`src/rtl/bat_amateur_pkg.sv`:
```
// Shared types and constants for the BatAmateur boot loader.
package bat_amateur_pkg;

  typedef enum logic [2:0] {
    IDLE,
    HDR_ADDR,
    HDR_COUNT,
    DATA,
    CHECK,
    DONE,
    ERROR
  } loader_state_t;

  localparam logic RAM_RW_WRITE = 1'b0;
  localparam logic RAM_RW_READ  = 1'b1;

endpackage

```
`src/rtl/bat_loader_checksum.sv`:
```
// Running-sum accumulator for segment checksums; the body exists only when
// BAT_LOADER_CHECKSUM_EN is defined.
`ifdef BAT_LOADER_CHECKSUM_EN
module bat_loader_checksum #(
  parameter int WIDTH = 16
) (
  input  logic             clk,
  input  logic             rst,
  input  logic             clear,
  input  logic             add,
  input  logic [WIDTH-1:0] value,
  output logic             sum_zero
);

  logic [WIDTH-1:0] sum;

  // clear+add restarts the sum at the incoming word (the segment address).
  always_ff @(posedge clk) begin
    if (rst) begin
      sum <= '0;
    end else if (add) begin
      sum <= clear ? value : sum + value;
    end
  end

  // Tests the sum including the word currently on the input, i.e. the checksum word.
  assign sum_zero = (sum + value) == '0;

endmodule
`endif

```
`src/rtl/bat_amateur_loader.sv`:
```
// BatAmateur boot loader: writes {address, count, data...} segments into RAM while the CPU is halted.
// Define BAT_LOADER_CHECKSUM_EN to require a checksum word after every segment.
module bat_amateur_loader #(
  parameter int DATA_WIDTH    = 16,
  parameter int ADDRESS_WIDTH = 16,
  parameter int COUNT_WIDTH   = 16
) (
  input  logic                     CLK,
  input  logic                     RESET,
  input  logic                     START,
  input  logic [DATA_WIDTH-1:0]    LOAD_DATA,
  input  logic                     LOAD_VALID,
  output logic                     LOAD_READY,
  output logic                     HALT,
  output logic                     BUS_OE,
  output logic                     RAM_EN,
  output logic                     RAM_RW,
  output logic [ADDRESS_WIDTH-1:0] ADDRESS_BUS,
  output logic [DATA_WIDTH-1:0]    DATA_BUS,
  output logic                     DONE,
  output logic                     ERROR,
  output logic [COUNT_WIDTH-1:0]   WORDS_LOADED
);
  import bat_amateur_pkg::*;

  // DONE/ERROR name both ports and states, so the states are reached by full path.
  localparam loader_state_t S_DONE = bat_amateur_pkg::DONE;
`ifdef BAT_LOADER_CHECKSUM_EN
  localparam loader_state_t S_ERROR  = bat_amateur_pkg::ERROR;
  localparam loader_state_t SEG_END  = CHECK;
  localparam loader_state_t LOAD_END = CHECK;
`else
  localparam loader_state_t SEG_END  = HDR_ADDR;
  localparam loader_state_t LOAD_END = S_DONE;
`endif

  loader_state_t            state, state_next;
  logic                     accept;
  logic                     count_zero;
  logic [ADDRESS_WIDTH-1:0] next_addr;
  logic [COUNT_WIDTH-1:0]   remaining;

  assign accept     = LOAD_VALID && LOAD_READY;
  assign count_zero = COUNT_WIDTH'(LOAD_DATA) == '0;

`ifdef BAT_LOADER_CHECKSUM_EN
  logic sum_zero;
  logic last_seg;

  bat_loader_checksum #(
    .WIDTH (DATA_WIDTH)
  ) u_checksum (
    .clk      (CLK),
    .rst      (RESET),
    .clear    (state == HDR_ADDR),
    .add      (accept),
    .value    (LOAD_DATA),
    .sum_zero (sum_zero)
  );
`endif

  // NOTE: sequential state uses non-blocking assignments so every register
  // samples pre-edge values regardless of statement order.
  always_ff @(posedge CLK) begin
    if (RESET) begin
      state <= IDLE;
    end else begin
      state <= state_next;
    end
  end

  always_comb begin
    state_next = state;
    case (state)
      IDLE, S_DONE: if (START) state_next = HDR_ADDR;
      HDR_ADDR:     if (accept) state_next = HDR_COUNT;
      HDR_COUNT:    if (accept) state_next = count_zero ? LOAD_END : DATA;
      DATA:         if (accept && remaining == COUNT_WIDTH'(1)) state_next = SEG_END;
`ifdef BAT_LOADER_CHECKSUM_EN
      CHECK: begin
        if (accept) begin
          if (!sum_zero)     state_next = S_ERROR;
          else if (last_seg) state_next = S_DONE;
          else               state_next = HDR_ADDR;
        end
      end
`endif
      default: state_next = state;
    endcase
  end

  // NOTE: every output gets a default before the case so no path infers a latch.
  always_comb begin
    LOAD_READY = 1'b0;
    HALT       = 1'b1;
    BUS_OE     = 1'b0;
    DONE       = 1'b0;
    ERROR      = 1'b0;
    case (state)
      HDR_ADDR, HDR_COUNT, DATA, CHECK: begin
        LOAD_READY = 1'b1;
        BUS_OE     = 1'b1;
      end
      S_DONE: begin
        HALT = 1'b0;
        DONE = 1'b1;
      end
`ifdef BAT_LOADER_CHECKSUM_EN
      S_ERROR: ERROR = 1'b1;
`endif
      default: ;
    endcase
  end

  // Write strobe, buses and counters: each accepted data word shows up on the bus one cycle later.
  always_ff @(posedge CLK) begin
    if (RESET) begin
      RAM_EN       <= 1'b0;
      ADDRESS_BUS  <= '0;
      DATA_BUS     <= '0;
      WORDS_LOADED <= '0;
      next_addr    <= '0;
      remaining    <= '0;
`ifdef BAT_LOADER_CHECKSUM_EN
      last_seg     <= 1'b0;
`endif
    end else begin
      RAM_EN <= 1'b0;
      if (START && (state == IDLE || state == S_DONE)) begin
        WORDS_LOADED <= '0;
      end
      if (accept) begin
        case (state)
          HDR_ADDR: next_addr <= ADDRESS_WIDTH'(LOAD_DATA);
          HDR_COUNT: begin
            remaining <= COUNT_WIDTH'(LOAD_DATA);
`ifdef BAT_LOADER_CHECKSUM_EN
            last_seg  <= count_zero;
`endif
          end
          DATA: begin
            RAM_EN       <= 1'b1;
            ADDRESS_BUS  <= next_addr;
            DATA_BUS     <= LOAD_DATA;
            next_addr    <= next_addr + ADDRESS_WIDTH'(1);
            remaining    <= remaining - COUNT_WIDTH'(1);
            WORDS_LOADED <= WORDS_LOADED + COUNT_WIDTH'(1);
          end
          default: ;
        endcase
      end
    end
  end

  assign RAM_RW = RAM_EN ? RAM_RW_WRITE : RAM_RW_READ;

endmodule
```
`config.mk`:
```
export PLATFORM = sky130hd
export DESIGN_NAME = bat_amateur_loader
export DESIGN_NICKNAME = d
export VERILOG_FILES = /design/src/rtl/bat_amateur_pkg.sv /design/src/rtl/bat_loader_checksum.sv /design/src/rtl/bat_amateur_loader.sv
export SDC_FILE = /design/constraint.sdc
export NUM_CORES = 1
export LEC_CHECK = 0
export ABC_AREA = 1
export BUFFER_PORTS_ARGS = -buffer_cell sky130_fd_sc_hd__buf_4
export CORE_MARGIN = 4
export CORE_UTILIZATION = 37
export DETAILED_ROUTE_END_ITERATION = 8
export HOLD_SLACK_MARGIN = 0.12
export PLACE_DENSITY = 0.56
export SYNTH_ARGS = -nofsm -noshare
export SYNTH_HDL_FRONTEND = slang
export SYNTH_SLANG_ARGS = --single-unit
```
`constraint.sdc`:
```
create_clock -name CLK -period 2 [get_ports CLK]
set_clock_uncertainty 0.2 [all_clocks]
set_input_delay 0.2 -clock CLK [delete_from_list [all_inputs] [get_ports CLK]]
set_output_delay 0.2 -clock CLK [all_outputs]
set_load 0.005 [all_outputs]
```
After elaboration in Yosys (flattened, before gate mapping)
Index checks and enable logic that the tools add are counted.
- input bits: 20
- word-level logic and storage cells: 53
- flip-flop bits (word level): 84
- output and inout bits: 55
- muxes and demuxes: 16
- eq/ne operators: 10
- add/sub/neg operators: 3
- reduce and logical (&&, ||, !) cells: 16
- bitwise gates (word level): 1
- operators with widths (kind ; count):
    one-hot mux 16 bit (2 select lines) ; 2
    two-way mux 16 bit ; 3
    adder 16 x 1 -> 16 bit, second input constant ; 2
    == test 16 x 1 -> 1 bit, second input constant ; 1
    zero test 16 bit ; 1
    subtractor 16 x 1 -> 16 bit, second input constant ; 1
    two-way mux 3 bit ; 5
    one-hot mux 3 bit (4 select lines) ; 1
    != test 2 bit, second input constant ; 4
    == test 3 x 2 -> 1 bit, second input constant ; 2
    == test 3 bit, second input constant ; 2
    AND reduction 2 bit ; 3
    two-way mux 1 bit ; 5
    AND reduction 5 bit ; 1
    nonzero test 2 bit ; 2
    nonzero test 4 bit ; 1
    OR reduction 2 bit ; 2
    OR reduction 4 bit ; 1
    == test 3 x 1 -> 1 bit, second input constant ; 1
    logical AND 1 bit ; 3
    zero test 3 bit ; 1
    logical OR 1 bit ; 1
    inverter 1 bit ; 1

Depth between registers and ports, before layout
- word-level depth: 7
- mapped depth: 11
- gate-level depth less buffers: 11

Worst setup path after synthesis
Ideal clock, no wire load.
- path kind: register to register
- start: register WORDS_LOADED[1]
- end: register WORDS_LOADED[12]
- setup time: 0.109 ns
- setup slack: 0.317 ns
- path buffers: 0
- required time: 1.691 ns
- cell stages (with the launch flop): 9
- period minus slack after synthesis: 1.683 ns
- arrival: 1.374 ns
- cells stage by stage: dfxtp_1 ha_1 nand3_1 nor3_1 inv_1 nor3_1 nand2_1 nand2_1 inv_1
- longest elaborated chain between the ends: 3
- RTL lines (what ; RTL line ; RTL):
    start: declaration ; bat_amateur_loader.sv:22 ; output logic [COUNT_WIDTH-1:0] WORDS_LOADED
    start signal: assignment ; bat_amateur_loader.sv:147 ; WORDS_LOADED <= WORDS_LOADED + COUNT_WIDTH'(1);
    adder 16 x 1 -> 16 bit ; bat_amateur_loader.sv:147 ;
    two-way mux 16 bit ; bat_amateur_loader.sv:133 ; case (state)
    two-way mux 16 bit ; bat_amateur_loader.sv:132 ; if (accept) begin
No other way between the ends.
A chain may end at the register's enable or synchronous reset.

Worst setup path in the final report
Ends and elaborated chain as after synthesis.

==> flow_summary.json <==
{
  "avgSynthCellArea_um2": 6.56,
  "power_density_mw_per_mm2": 1010,
  "crit_buf_inv": 2,
  "p_clk_share_pct": 29.4,
  "register_area_mm2": 0.00168,
  "ios": 75,
  "cts_max_level": 3,
  "synth_edf_count": 0,
  "synth_warnings": 0,
  "clock_latency_ns": 0.35,
  "comb_power_share_pct": 33.6,
  "cts_tree": "built",
  "crit_path_top_delay_cell": "dfxtp_1",
  "worstReg2RegEnd": "WORDS_LOADED[12]",
  "place_ws_ns": 0.0716,
  "numPortBuffers": 73,
  "hold_path_class": "in -> reg",
  "initial_core_util_pct": 38.2,
  "path_cells": "ha_1, nand3_1, nor3_2, inv_1, nor3_2, nand2_1, nand2_1, inv_1",
  "dp_cells": 881,
  "cts_root_buf": "clkbuf_16",
  "reg2reg_depth": 8,
  "dieArea_mm2": 0.0138,
  "p_int_uw": 3580,
  "hp-start": "START",
  "synth_common_cells": "nand2_1 (129), nor2_1 (120), dfxtp_1 (84)",
  "clock-sinks": 84,
  "rsz0062_at_grt": "false",
  "maxCapViolations": 0,
  "period_minus_slack_ns": 1.78,
  "critPathTopFamily": "simple AND/OR/NAND/NOR gates",
  "worstSetupStartpointType": "register",
  "yosysUniqueCellTypes": 37,
  "antenna_left": 0,
  "synth_top_area_cell": "dfxtp_1",
  "max_freq_ghz": 0.562,
  "multiInputGateArea_mm2": 0.00234,
  "finalWeightedCongestion": 0.921,
  "power_frac_seq_pct": 37.1,
  "r2r_start": "WORDS_LOADED[1]",
  "switching_share_pct": 36.9,
  "ys_seq_area_share_pct": 38.0,
  "synth-xor-area-share_pct": 1.78,
  "criticalPathCategory": "reg -> reg",
  "antenna_found_initial": 0,
  "core_area_mm2": 0.0116,
  "grt.overflow.total": 0,
  "drive_gt1_share_pct": 16.0,
  "status": "finished, final reports clean",
  "slew_violations": 0,
  "min_period_over_period_pct": 89.0,
  "ys_ff_latch": 84,
  "drtPass1Iterations": 4,
  "hold_viol": 0,
  "async_flop_share_pct": 0,
  "synthAdderAreaFrac_pct": 1.13,
  "synth_nets": 698,
  "drt-wirelength-per-cell_um": 14.2,
  "synthSimpleGateAreaFrac_pct": 31.9,
  "n_fill_cell": 1209,
  "vias": 4644,
  "synth_flop_cell": "dfxtp_1",
  "diodes": 0,
  "finalSetupTns_ns": 0,
  "setup_violations": 0,
  "fin_area_mm2": 0.00564,
  "crit_path_end_kind": "register",
  "syn_area_mm2": 0.00442,
  "grt_pass1_wl_um": 21500,
  "die_y_um": 117,
  "hold_path_end": "WORDS_LOADED[0]",
  "worst_ep_required_time_ns": 2.04,
  "cts_buffers": 9,
  "reg2reg_slack_ns": 0.22,
  "track_usage_pct": 18.9,
  "leakage_uw": 0.00256,
  "slowest_delay_ns": 0.40,
  "post_cts_buffers": 0,
  "drt-initial-drc-count": 348,
  "clock_path_buffers": 2,
  "syn2layout_area_growth_pct": 27.6,
  "nets": 790,
  "detailed_place_hpwl_um": 9240,
  "holdPathStages": 4,
  "vias_per_cell": 5.08,
  "synth_compound_area_share_pct": 17.9,
  "synthTopCellsByArea": "dfxtp_1 (38%), nand2_1 (11%), nor2_1 (10%), o21ai_0 (8.7%), a21oi_1 (6.6%)",
  "die_x_um": 117,
  "synth.mux.area_fraction_pct": 0,
  "grt_max_degree": 51,
  "post-route-drc-count": 0,
  "row_count": 39,
  "switchingPower_uw": 2090,
  "synth_most_common_cell": "nand2_1",
  "clk_pin_slew_ns": 0.06,
  "arrival_ns": 1.82,
  "grt_pass1_vias": 4308,
  "dpl_cell_area_mm2": 0.00516,
  "fin_util_pct": 48.8,
  "synth_top_family_by_area": "simple AND/OR/NAND/NOR gates",
  "netlist.area_leader.share_pct": 38.0,
  "synthCells": 674,
  "peakVddDrop_v": 0.000506,
  "setup_ws_ns": 0.220,
  "wl_um": 13000,
  "cp_max_fo": 5,
  "crit_start": "WORDS_LOADED[1]",
  "final_cells": 914
}
-- area by class of cell --
class                      count  share of cell area (%)
sequential                    84                    29.8
multi-input combinational    494                    41.6
clock inverter                 4                   0.532
tap                          143                    3.17
clock buffer                  12                    4.72
inverter                      69                    4.64
timing repair buffer         108                    15.6
-- through the flow --
stage	power (uW)	hold slack [ns]
after floorplan	3400	0.0785
after global placement	3990	0.256
after global routing	6070	0.153
after CTS	5720	0.122
after detailed placement	4000	0.260
final	5670	0.134
-- cell families (layout without fill, tap and decap cells) --
logic type,Yosys count,count (layout)
compound gates,152,152
xor+xnor,9,9
fa+ha+maj,4,4
buf+inv,96,193
flops,84,84
other cells,1,1
simple gates,328,328
-- tightest hold or removal path, cell delays in order --
cell and delay, ns:
buf_4 0.09, nand3_2 0.14, nand2_2 0.15, nor2_1 0.06
-- worst max-delay path by stage --
| stage | end | slack [ns] | cells past startpoint |
|---|---|---|---|
| 3_3_place_gp | WORDS_LOADED[12] | 0.18 | 8 |
| 6_report | WORDS_LOADED[12] | 0.22 | 8 |
| 5_1_grt | WORDS_LOADED[14] | 0.06 | 8 |
| 4_1_cts | WORDS_LOADED[12] | 0.06 | 8 |
| 2_1_floorplan | WORDS_LOADED[12] | 0.32 | 8 |
| 3_5_place_dp | WORDS_LOADED[12] | 0.07 | 8 |
-- routing by layer --
metal,vias up,track usage [%],wire [um]
li1,2392,-,-
met1,2119,23.5,5920
met2,112,32.3,6300
met3,21,4.62,532
met4,0,6.09,224
met5,-,0,0
-- flip-flops by register name (all words and copies together) (netlist names) --
| register | flops |
|---|---|
| WORDS_LOADED | 16 |
| RAM_EN | 1 |
| ADDRESS_BUS | 16 |
| DATA_BUS | 16 |
| state | 3 |
| remaining | 16 |
| next_addr | 16 |
-- power by group through the flow --
stage	combinational (uW)	clock, uW	sequential (uW)
global route	2170	1780	2130
floorplan	1320	0	2080
CTS	1910	1710	2100
global placement	1860	0	2130
finish	1900	1660	2100
detailed placement	1870	0	2140
-- cells in the final DEF (no fill, tap or decap), drive strengths merged, types with 12 or more instances in the layout --
cell,synthesis,layout
buf,18,91
dfxtp,84,84
a21oi,58,58
clkbuf,9,12
dlygate4sd3,0,17
o21ai,80,80
nand3,48,48
nor2,123,123
nand2,130,130
nor3,17,17
inv,69,70
-- repair_timing --
item / CTS / global route
hold buffers: 17 / 0
endpoints found under the hold margin: 47 / 0
setup endpoints to repair: 0 / 3
resized for setup: 0 / 2
(Power assumes the default switching activity.)
